<file path="config.mk">
export PLATFORM = sky130hd
export DESIGN_NAME = modexp_arbiter_flat
export DESIGN_NICKNAME = d
export VERILOG_FILES = /design/src/rtl/modexp_arbiter_if.sv /design/src/rtl/modexp_arbiter.sv /design/src/flat_wrapper.sv
export SDC_FILE = /design/constraint.sdc
export NUM_CORES = 1
export LEC_CHECK = 0
export BUFFER_PORTS_ARGS = -buffer_cell sky130_fd_sc_hd__clkbuf_2
export CAP_MARGIN = 10
export CORE_AREA = 3 3 121 123
export DETAILED_ROUTE_END_ITERATION = 6
export DIE_AREA = 0 0 124 126
export PLACE_DENSITY_LB_ADDON = 0.05
export SYNTH_ARGS = -nofsm -noshare
export SYNTH_HDL_FRONTEND = slang
export SYNTH_SLANG_ARGS = --single-unit
</file>
<file path="constraint.sdc">
create_clock -name clk_in -period 2.4 [get_ports clk_in]
set_input_delay 0.24 -clock clk_in [delete_from_list [all_inputs] [get_ports clk_in]]
set_output_delay 0.24 -clock clk_in [all_outputs]
set_load 0.03 [all_outputs]
</file>
<file path="src/rtl/modexp_arbiter_if.sv">
// Purpose : bundles the requester-side and engine-side buses of modexp_arbiter.
// Latency : none, wires only.
// Backpressure: carried by the req/ack and ready/valid handshakes inside; none added here.
//
// Modports:
//   slave  - arbiter view: requests, operands and engine responses in; acks, dones,
//            result, engine start and latched operands out.
//   master - requesters and engine view, the mirror of slave.
interface modexp_arbiter_if #(
   parameter int NUM_REQ   = 2,
   parameter int MSG_BYTES = 2,
   parameter int KEY_BYTES = 4
);
   localparam int MSG_W = 8 * MSG_BYTES;
   localparam int KEY_W = 8 * KEY_BYTES;
   localparam int ID_W  = $clog2(NUM_REQ);

   // requester side
   logic [NUM_REQ-1:0]       req_in;
   logic [NUM_REQ*MSG_W-1:0] value_in;
   logic [NUM_REQ*KEY_W-1:0] modulus_in;
   logic [NUM_REQ*KEY_W-1:0] exponent_in;
   logic [NUM_REQ-1:0]       ack_out;
   logic [NUM_REQ-1:0]       done_out;
   logic [KEY_W-1:0]         value_out;
   logic [ID_W-1:0]          id_out;
   logic                     busy_out;

   // engine side
   logic                     eng_rst_out;
   logic                     eng_ready_out;
   logic [MSG_W-1:0]         eng_value_out;
   logic [KEY_W-1:0]         eng_modulus_out;
   logic [KEY_W-1:0]         eng_exponent_out;
   logic                     eng_busy_in;
   logic                     eng_valid_in;
   logic [KEY_W-1:0]         eng_value_in;

   modport slave (
      input  req_in, value_in, modulus_in, exponent_in,
      input  eng_busy_in, eng_valid_in, eng_value_in,
      output ack_out, done_out, value_out, id_out, busy_out,
      output eng_rst_out, eng_ready_out, eng_value_out, eng_modulus_out, eng_exponent_out
   );

   modport master (
      output req_in, value_in, modulus_in, exponent_in,
      output eng_busy_in, eng_valid_in, eng_value_in,
      input  ack_out, done_out, value_out, id_out, busy_out,
      input  eng_rst_out, eng_ready_out, eng_value_out, eng_modulus_out, eng_exponent_out
   );
endinterface

</file>
<file path="src/rtl/modexp_arbiter.sv">
// Purpose : shares one exponent_modulus engine between NUM_REQ requesters, latching the winner's operands.
// Latency : ack 1 cycle after req is sampled, engine start at the earliest 1 cycle later, done 2 cycles after engine valid.
// Backpressure: requests are held until ack and ignored while busy; the engine is started only when its busy and valid are low.
//
// Ports:
//   clk_in   - clock
//   rst_n_in - asynchronous active-low reset; also forwarded (inverted) to the engine
//   bus      - modexp_arbiter_if.slave: req/ack/done and operand slots towards the
//              requesters, ready/valid plus latched operands towards the engine
//
// Build option: define MODEXP_ARB_FIXED_PRIO_EN for fixed priority (lowest index
// wins, no pointer); otherwise round robin starting at the slot after the last served.
module modexp_arbiter #(
   parameter int NUM_REQ   = 2,
   parameter int MSG_BYTES = 2,
   parameter int KEY_BYTES = 4
) (
   input  logic            clk_in,
   input  logic            rst_n_in,
   modexp_arbiter_if.slave bus
);
   localparam int MSG_W = 8 * MSG_BYTES;
   localparam int KEY_W = 8 * KEY_BYTES;
   localparam int ID_W  = $clog2(NUM_REQ);

   typedef enum logic [1:0] {
      ST_IDLE   = 2'd0,
      ST_LAUNCH = 2'd1,
      ST_WAIT   = 2'd2,
      ST_DONE   = 2'd3
   } state_t;

   state_t             r_state;
   state_t             w_state_nxt;

   logic [NUM_REQ-1:0] r_ack;
   logic [NUM_REQ-1:0] w_ack_nxt;
   logic [NUM_REQ-1:0] r_done;
   logic [NUM_REQ-1:0] w_done_nxt;
   logic               r_busy;
   logic               w_busy_nxt;
   logic [ID_W-1:0]    r_id;
   logic [ID_W-1:0]    w_id_nxt;
   logic [KEY_W-1:0]   r_value;
   logic [KEY_W-1:0]   w_value_nxt;

   logic               r_eng_ready;
   logic               w_eng_ready_nxt;
   logic [MSG_W-1:0]   r_eng_value;
   logic [MSG_W-1:0]   w_eng_value_nxt;
   logic [KEY_W-1:0]   r_eng_modulus;
   logic [KEY_W-1:0]   w_eng_modulus_nxt;
   logic [KEY_W-1:0]   r_eng_exponent;
   logic [KEY_W-1:0]   w_eng_exponent_nxt;

   logic               w_gnt_vld;
   logic [ID_W-1:0]    w_gnt_idx;

   logic [MSG_W-1:0]   w_slot_value;
   logic [KEY_W-1:0]   w_slot_modulus;
   logic [KEY_W-1:0]   w_slot_exponent;

   // ------------------------------------------------------------------
   // Grant selection
   // ------------------------------------------------------------------
`ifdef MODEXP_ARB_FIXED_PRIO_EN
   // Scan from the top down so the lowest set index is the last to land.
   always_comb begin
      w_gnt_vld = 1'b0;
      w_gnt_idx = '0;
      for (int k = NUM_REQ - 1; k >= 0; k--) begin
         if (bus.req_in[k]) begin
            w_gnt_vld = 1'b1;
            w_gnt_idx = ID_W'(k);
         end
      end
   end
`else
   logic [ID_W-1:0] r_ptr;
   logic [ID_W-1:0] w_cand;

   // First set request at or above the pointer, wrapping; a requester that
   // was just served sits at the far end of the search.
   always_comb begin
      w_gnt_vld = 1'b0;
      w_gnt_idx = '0;
      w_cand    = '0;
      for (int k = 0; k < NUM_REQ; k++) begin
         w_cand = ID_W'((int'(r_ptr) + k) % NUM_REQ);
         if (!w_gnt_vld && bus.req_in[w_cand]) begin
            w_gnt_vld = 1'b1;
            w_gnt_idx = w_cand;
         end
      end
   end

   always_ff @(posedge clk_in or negedge rst_n_in) begin
      if (!rst_n_in) begin
         r_ptr <= '0;
      end else if (r_state == ST_DONE) begin
         r_ptr <= ID_W'((int'(r_id) + 1) % NUM_REQ);
      end
   end
`endif

   // Operand mux for the winning slot.
   always_comb begin
      w_slot_value    = '0;
      w_slot_modulus  = '0;
      w_slot_exponent = '0;
      for (int i = 0; i < NUM_REQ; i++) begin
         if (w_gnt_idx == ID_W'(i)) begin
            w_slot_value    = bus.value_in[i*MSG_W +: MSG_W];
            w_slot_modulus  = bus.modulus_in[i*KEY_W +: KEY_W];
            w_slot_exponent = bus.exponent_in[i*KEY_W +: KEY_W];
         end
      end
   end

   // ------------------------------------------------------------------
   // FSM: state register
   // ------------------------------------------------------------------
   always_ff @(posedge clk_in or negedge rst_n_in) begin
      if (!rst_n_in) begin
         r_state <= ST_IDLE;
      end else begin
         r_state <= w_state_nxt;
      end
   end

   // ------------------------------------------------------------------
   // FSM: next state and next register values
   // ------------------------------------------------------------------
   always_comb begin
      w_state_nxt        = r_state;
      w_ack_nxt          = '0;
      w_done_nxt         = '0;
      w_busy_nxt         = r_busy;
      w_id_nxt           = r_id;
      w_value_nxt        = r_value;
      w_eng_ready_nxt    = 1'b0;
      w_eng_value_nxt    = r_eng_value;
      w_eng_modulus_nxt  = r_eng_modulus;
      w_eng_exponent_nxt = r_eng_exponent;

      case (r_state)
         ST_IDLE: begin
            if (r_busy) begin
               // The done pulse is visible this cycle; busy covers it and
               // then drops, so no new request is taken in the done cycle.
               w_busy_nxt = 1'b0;
            end else if (w_gnt_vld) begin
               w_id_nxt           = w_gnt_idx;
               w_eng_value_nxt    = w_slot_value;
               w_eng_modulus_nxt  = w_slot_modulus;
               w_eng_exponent_nxt = w_slot_exponent;
               w_ack_nxt          = NUM_REQ'(1) << w_gnt_idx;
               w_busy_nxt         = 1'b1;
               w_state_nxt        = ST_LAUNCH;
            end
         end

         ST_LAUNCH: begin
            // A valid still high from an earlier job would be mistaken for
            // this job's result, so wait for the engine to be fully quiet.
            if (!bus.eng_busy_in && !bus.eng_valid_in) begin
               w_eng_ready_nxt = 1'b1;
               w_state_nxt     = ST_WAIT;
            end
         end

         ST_WAIT: begin
            if (bus.eng_valid_in) begin
               w_value_nxt = bus.eng_value_in;
               w_state_nxt = ST_DONE;
            end
         end

         ST_DONE: begin
            w_done_nxt  = NUM_REQ'(1) << r_id;
            w_state_nxt = ST_IDLE;
         end

         default: begin
            w_state_nxt = ST_IDLE;
         end
      endcase
   end

   // ------------------------------------------------------------------
   // Output and operand registers
   // ------------------------------------------------------------------
   always_ff @(posedge clk_in or negedge rst_n_in) begin
      if (!rst_n_in) begin
         r_ack          <= '0;
         r_done         <= '0;
         r_busy         <= 1'b0;
         r_id           <= '0;
         r_value        <= '0;
         r_eng_ready    <= 1'b0;
         r_eng_value    <= '0;
         r_eng_modulus  <= '0;
         r_eng_exponent <= '0;
      end else begin
         r_ack          <= w_ack_nxt;
         r_done         <= w_done_nxt;
         r_busy         <= w_busy_nxt;
         r_id           <= w_id_nxt;
         r_value        <= w_value_nxt;
         r_eng_ready    <= w_eng_ready_nxt;
         r_eng_value    <= w_eng_value_nxt;
         r_eng_modulus  <= w_eng_modulus_nxt;
         r_eng_exponent <= w_eng_exponent_nxt;
      end
   end

   // The engine has a synchronous active-high reset; driving it straight from
   // our reset keeps it held for as long as we are.
   assign bus.eng_rst_out      = ~rst_n_in;

   assign bus.ack_out          = r_ack;
   assign bus.done_out         = r_done;
   assign bus.busy_out         = r_busy;
   assign bus.id_out           = r_id;
   assign bus.value_out        = r_value;
   assign bus.eng_ready_out    = r_eng_ready;
   assign bus.eng_value_out    = r_eng_value;
   assign bus.eng_modulus_out  = r_eng_modulus;
   assign bus.eng_exponent_out = r_eng_exponent;

endmodule

</file>
<file path="src/flat_wrapper.sv">
// flat-port wrapper written by rule: the top's interface ports become plain ports
module modexp_arbiter_flat 
#(
   parameter int NUM_REQ   = 2,
   parameter int MSG_BYTES = 2,
   parameter int KEY_BYTES = 4
)
  (clk_in, rst_n_in, bus_req_in, bus_value_in, bus_modulus_in, bus_exponent_in, bus_eng_busy_in, bus_eng_valid_in, bus_eng_value_in, bus_ack_out, bus_done_out, bus_value_out, bus_id_out, bus_busy_out, bus_eng_rst_out, bus_eng_ready_out, bus_eng_value_out, bus_eng_modulus_out, bus_eng_exponent_out);
  modexp_arbiter_if #(.NUM_REQ(NUM_REQ), .MSG_BYTES(MSG_BYTES), .KEY_BYTES(KEY_BYTES)) bus_i ();
  input  logic clk_in;
  input  logic rst_n_in;
  input wire logic [$bits(bus_i.req_in)-1:0] bus_req_in;
  input wire logic [$bits(bus_i.value_in)-1:0] bus_value_in;
  input wire logic [$bits(bus_i.modulus_in)-1:0] bus_modulus_in;
  input wire logic [$bits(bus_i.exponent_in)-1:0] bus_exponent_in;
  input wire logic [$bits(bus_i.eng_busy_in)-1:0] bus_eng_busy_in;
  input wire logic [$bits(bus_i.eng_valid_in)-1:0] bus_eng_valid_in;
  input wire logic [$bits(bus_i.eng_value_in)-1:0] bus_eng_value_in;
  output wire logic [$bits(bus_i.ack_out)-1:0] bus_ack_out;
  output wire logic [$bits(bus_i.done_out)-1:0] bus_done_out;
  output wire logic [$bits(bus_i.value_out)-1:0] bus_value_out;
  output wire logic [$bits(bus_i.id_out)-1:0] bus_id_out;
  output wire logic [$bits(bus_i.busy_out)-1:0] bus_busy_out;
  output wire logic [$bits(bus_i.eng_rst_out)-1:0] bus_eng_rst_out;
  output wire logic [$bits(bus_i.eng_ready_out)-1:0] bus_eng_ready_out;
  output wire logic [$bits(bus_i.eng_value_out)-1:0] bus_eng_value_out;
  output wire logic [$bits(bus_i.eng_modulus_out)-1:0] bus_eng_modulus_out;
  output wire logic [$bits(bus_i.eng_exponent_out)-1:0] bus_eng_exponent_out;
  assign bus_i.req_in = bus_req_in;
  assign bus_i.value_in = bus_value_in;
  assign bus_i.modulus_in = bus_modulus_in;
  assign bus_i.exponent_in = bus_exponent_in;
  assign bus_i.eng_busy_in = bus_eng_busy_in;
  assign bus_i.eng_valid_in = bus_eng_valid_in;
  assign bus_i.eng_value_in = bus_eng_value_in;
  assign bus_ack_out = bus_i.ack_out;
  assign bus_done_out = bus_i.done_out;
  assign bus_value_out = bus_i.value_out;
  assign bus_id_out = bus_i.id_out;
  assign bus_busy_out = bus_i.busy_out;
  assign bus_eng_rst_out = bus_i.eng_rst_out;
  assign bus_eng_ready_out = bus_i.eng_ready_out;
  assign bus_eng_value_out = bus_i.eng_value_out;
  assign bus_eng_modulus_out = bus_i.eng_modulus_out;
  assign bus_eng_exponent_out = bus_i.eng_exponent_out;
  modexp_arbiter #(.NUM_REQ(NUM_REQ), .MSG_BYTES(MSG_BYTES), .KEY_BYTES(KEY_BYTES)) u_core (.clk_in(clk_in), .rst_n_in(rst_n_in), .bus(bus_i));
endmodule
</file>
**Word level (Yosys, flattened, before mapping)**

Index checks and enable logic that the tools add are counted.

- Bitwise gates (word level): 2
- Equality and inequality tests: 7
- Muxes and demuxes: 24
- Add/sub/neg operators: 2
- Reduce and logical (&&, ||, !) cells: 9
- Shift operators: 2
- Magnitude comparators: 2

Operators with widths:

| operator | count |
|---|---|
| 32-bit two-way mux | 2 |
| 16-bit two-way mux | 1 |
| 2-bit two-way mux | 8 |
| 1-bit two-way mux | 12 |
| 2-bit one-hot mux with 4 select lines | 1 |
| 2-bit == test, second input constant | 2 |
| 1-bit by 2-bit less-than comparator with 1-bit output, second input constant | 2 |
| 2-bit by 1-bit != test with 1-bit output, second input constant | 2 |
| 2-bit != test, second input constant | 2 |
| 4-bit AND reduction | 1 |
| 1-bit by 1-bit left shift with 2-bit output, first input constant | 2 |
| 1-bit logical NOT | 3 |
| 3-bit AND reduction | 1 |
| 1-bit adder, second input constant | 2 |
| 2-bit by 1-bit == test with 1-bit output, second input constant | 1 |
| 1-bit logical AND | 2 |
| 2-bit logical NOT | 1 |
| 1-bit inverter | 2 |
| 2-bit AND reduction | 1 |

- Logic and storage cells: 59
- Register bits: 122

**Logic depth before layout (Yosys ltp)**

- Depth in word-level cells: 10
- Gate-level depth with buffers: 8

**Worst setup path after synthesis**

No wires, ideal clock.

- Path type: register to register
- Start: register u_core.r_state[0]
- End: register u_core.r_eng_exponent[18] (netlist: u_core.bus.eng_exponent_out[18])
- Setup slack: 660 ps
- Data arrival time: 1614 ps
- Stages on the path, launching flop included: 9
- Setup time: 126 ps
- Clock period less this slack: 1740 ps
- Required time: 2274 ps
- Path buffers: 3
- Cells stage by stage: dfrtp_1 -> inv_1 -> ha_1 -> nor2b_4 -> buf_6 -> and3_4 -> buf_6 -> buf_6 -> a221o_1

- Longest elaborated chain between the ends: 2

RTL lines:

| item | RTL line | text |
|---|---|---|
| start, declared | modexp_arbiter.sv:33 | `state_t r_state;` |
| start signal, assigned | modexp_arbiter.sv:127 | `r_state <= w_state_nxt;` |
| 2-bit logical NOT | modexp_arbiter.sv:146 | `case (r_state)` |
| 3-bit AND reduction (no source line) | n/a |  |
| end signal, assigned | modexp_arbiter.sv:213 | `r_eng_exponent <= w_eng_exponent_nxt;` |
| end, declared | modexp_arbiter.sv:53 | `logic [KEY_W-1:0] r_eng_exponent;` |

Every way passes these cells.
A chain may end at the register's enable or synchronous reset.

**Final worst setup path**

- Start: register u_core.r_state[0]
- End: register u_core.r_eng_modulus[29] (netlist: u_core.bus.eng_modulus_out[29])

- Longest elaborated chain between the ends: 2

RTL lines:

| item | RTL line | text |
|---|---|---|
| 2-bit logical NOT | modexp_arbiter.sv:146 |  |
| 3-bit AND reduction (no source line) | n/a |  |
| end signal, assigned | modexp_arbiter.sv:212 | `r_eng_modulus <= w_eng_modulus_nxt;` |
| end, declared | modexp_arbiter.sv:51 | `logic [KEY_W-1:0] r_eng_modulus;` |

Every way passes these cells.

==> summary by stage <==
Floorplanning
The top-level I/O count is 318. The overall die area is 15600 um^2. The effective utilization at floorplan is 38.3%. The cell row count is 43.

The area inside the core boundary is 13800 um^2. The floorplan die height is 126 um. The floorplan step set the die width to 124 um.

Global route
The initial antenna violation count is 0. The met1 track demand over resource is 24.7%. The layer carrying the most global-route usage is met2. Global routing used 7.09% of the available met3 tracks. The met2 capacity usage during global routing is 35.1%. Global routing finished with a remaining overflow of 0.

The via count of the first global-routing pass was 4839. The pin count of the biggest net entering global routing is 82. The overall fraction of global-route tracks in use is 20.8%. The first global-routing pass estimated 24900 um of wire.

Timing
The final-report hold violation count is 0. Adding up every negative setup slack in the final design gives 0 ns. The count of pins over their slew limit is 0. In this run the tightest slew margin relative to its limit is 32.9%.

Setup slack on the critical path of the routed design comes to 0.485 ns. The period utilization is 79.8%. The worst path needs 1.91 ns of the cycle, external delays included. For the pin with the worst max-slew slack, the measured transition is 1.01 ns. For the final database, setup skew stands at 0.00558 ns. Setup repair after global routing left no endpoint under its margin. Based on the critical path, the design can be clocked at up to 0.522 GHz.

The total setup violations reported at the end of the flow is 0.

Setup path
On the worst path, the slowest cell contributes a delay of 0.39 ns. For flop-to-flop paths, the worst setup slack is 0.49 ns. At the worst endpoint, the arrival time is 2.20 ns. The worst-path maximum fanout is 44. The launch point of the worst reg-to-reg path is u_core.r_state[0]$_DFFE_PN0P_. The category of the worst setup path capture point is a register.

The cell depth of the worst flop-to-flop path is 6. The worst setup path is launched from a register. The critical path is of the reg -> reg type. The slowest stage of the critical path is the dfrtp_1 cell. For the worst setup path, the data required time is 2.69 ns. The reg-to-reg critical path endpoint is u_core.bus.eng_modulus_out[29]$_DFFE_PN0P_. Traced cell by cell, the critical path runs through inv_1 > ha_1 > nor2b_4 > buf_4 > a21boi_0 > a221o_1.

Power
After layout, the design draws a total of 11700 uW. IR analysis of the VDD net gives a maximum drop of 725 uV. The total power density per cell area is 1540 nW/um^2.

The leakage dissipation is 0.00394 uW.

Layout
The area growth from synthesis to layout is 44.3%. The net count reported at finish is 896. In the final layout, the share of cells above drive strength 1 is 55.7%. The non-filler instance count after layout is 885. Counting the fill cells in the layout gives 1224. At the end of the flow the core is filled with cells to 55.3%. The number of antenna diodes in the final layout is 0.

The footprint of the flip-flops and latches is 3050 um^2. Summing all multi-input logic gate instances after layout gives 1970 um^2.

Place
During placement, the flow inserted port buffers numbering 317. The total placed cells including tap cells is 852. The routability-driven placement congestion ratio is 0.782. The post-detailed-placement half-perimeter wirelength is 11800 um. OpenSTA, run right after detailed placement, puts the worst setup slack at 0.489 ns.

Synth
Dividing the synthesized area by the synthesized cell count gives 13.7 um^2. Summing the sequential cell areas from Yosys gives 57.8% of the chip area. The number of enable-type register cells in the synthesized netlist is 0. Counting flops and latches in the post-synthesis netlist gives 122.

Summed over its instances, the top area cell type makes up 57.8% of the synthesized netlist area. The fraction of synthesis flops using an asynchronous set or reset pin is 100%. After synthesis, the cell types taking the most area are dfrtp_1, a221o_1, a21boi_0.

The number of nets in the synthesized netlist is 587. The library cell occupying the most area in the post-synthesis netlist is dfrtp_1. Synthesis produced a netlist whose cell count is 384. The count of different cell masters after synthesis is 26.

The post-synthesis instance area is 5280 um^2. The number of warnings printed during yosys synthesis is 0. In the synthesized netlist, the cells that appear most often are dfrtp_1, a221o_1, a21boi_0, mux2_2, clkbuf_1. The most numerous cell in the Yosys netlist is dfrtp_1. Among all flip-flop cells after synthesis, the most frequent one is dfrtp_1.

Clock network
The post-CTS setup-driven buffer insertion count is 0. The number of clock sinks is 122. Buffers inserted during clock tree synthesis total 17. The H-tree was split into 4 levels.

After clock tree synthesis, the flow added hold-fix buffers numbering 2. The total of cells resized after clock tree synthesis is 0. The TritonCTS clock tree is built. The clock transition time at the flip-flop clock pins of the worst setup and hold paths is 0.05 ns. The root buffer selected by CTS is clkbuf_16.

The clock latency on the worst-skew pair is 0.41 ns. No sink is reached through more buffers than the 2 on the longest clock path.

Run status
The flow ran to the end, and the final reports show no timing, DRC or antenna violations.

Drt
The number of DRC markers in iteration 0 is 193. The via count is 4551. The post-detailed-routing wire length is 16400 um.

The count of nets left with antenna violations once routing finished came out at 0. The detail-routed net length per standard cell is 18.5 um. The iteration count of the initial detailed-routing pass is 4. The via-per-instance ratio is 5.14.

The detailed-route DRC error count is 0.

Worst hold path
The tightest min-delay check is of the in -> reg type. The launch instance of the worst min-delay path is bus_eng_valid_in. Along the worst hold path, the cell count comes to 2. The endpoint with the worst hold slack is u_core.bus.eng_ready_out$_DFF_PN0_.

Job
Max-cap violations in this run came to 0.
cell usage in the layout (no fill, tap or decap), types with 2 or more instances in the layout:
| cell type | Yosys | layout |
|---|---|---|
| nand2_1 | 3 | 3 |
| nor2_1 | 2 | 2 |
| a21boi_0 | 79 | 79 |
| clkbuf_2 | 0 | 316 |
| dlygate4sd3_1 | 0 | 2 |
| clkbuf_16 | 0 | 17 |
| clkinv_2 | 0 | 4 |
| a221o_1 | 81 | 81 |
| buf_4 | 0 | 8 |
| dfrtp_1 | 122 | 122 |
| clkbuf_1 | 16 | 2 |
| mux2_2 | 33 | 33 |
| inv_1 | 5 | 5 |
| clkbuf_8 | 0 | 4 |
| buf_12 | 0 | 3 |
| ha_1 | 5 | 5 |
| bufinv_16 | 0 | 4 |
routing by layer:
metal	routed length (um)	vias up
met4	273	0
met5	0	-
met2	8340	220
met1	6240	2195
li1	-	2116
met3	1530	20
power by group:
group	total, uW	switching [uW]	internal, uW
combinational	5480	3460	2030
clock	2690	859	1830
sequential	3560	508	3050
total	11700	4820	6920
worst max path at each step:
stage | startpoint | endpoint | slack (ns) | cells past startpoint
2_1_floorplan | u_core.r_state[0]$_DFFE_PN0P_ | u_core.bus.eng_exponent_out[18]$_DFFE_PN0P_ | 0.66 | 8
3_3_place_gp | u_core.r_state[0]$_DFFE_PN0P_ | u_core.bus.eng_modulus_out[24]$_DFFE_PN0P_ | 0.55 | 6
3_5_place_dp | u_core.r_state[0]$_DFFE_PN0P_ | u_core.bus.eng_modulus_out[10]$_DFFE_PN0P_ | 0.49 | 6
4_1_cts | u_core.r_state[0]$_DFFE_PN0P_ | u_core.bus.eng_modulus_out[10]$_DFFE_PN0P_ | 0.48 | 6
5_1_grt | u_core.r_state[1]$_DFFE_PN0P_ | u_core.bus.eng_value_out[15]$_DFFE_PN0P_ | 0.35 | 6
6_report | u_core.r_state[0]$_DFFE_PN0P_ | u_core.bus.eng_modulus_out[29]$_DFFE_PN0P_ | 0.49 | 6
registers in the layout, indices dropped and copies added (netlist names), 2 cells and up:
name / flops
u_core.bus.eng_exponent_out: 32
u_core.bus.eng_modulus_out: 32
u_core.bus.value_out: 32
u_core.bus.eng_value_out: 16
u_core.bus.ack_out: 2
u_core.bus.done_out: 2
u_core.r_state: 2
final cells by class:
cell class | count | share of cell area [%]
Inverter | 5 | 0.246
Clock inverter | 8 | 1.84
Tap cell | 180 | 2.96
Clock buffer | 23 | 6.41
Timing Repair Buffer | 329 | 22.6
Sequential cell | 122 | 40.1
Multi-Input combinational cell | 218 | 25.9
critical path: cells and delay by family, from the launching register on:
family,cells,cell delay [ns]
compound gates,2,0.47
fa+ha+maj,1,0.22
flops,1,0.39
buf+inv,2,0.51
simple gates,1,0.19
through the flow:
step / hold WS, ns / area [um^2]
after floorplan: -0.0556 / 5280
after global placement: 0.394 / 6970
after detailed placement: 0.391 / 6970
after CTS: 0.0217 / 7620
after global routing: 0.0340 / 7620
final: 0.0402 / 7620
cell families (layout without fill, tap and decap cells):
kind of cell	after synthesis	in the layout	share of synthesized area, %
DFF	122	122	57.8
and+or+nand+nor	13	13	1.56
buffers and inverters	44	365	4.86
AOI/OAI and AO/OA	167	167	27.5
adders and majority gates	5	5	1.19
muxes	33	33	7.04
Note: power is estimated with default switching activity, not from simulation.
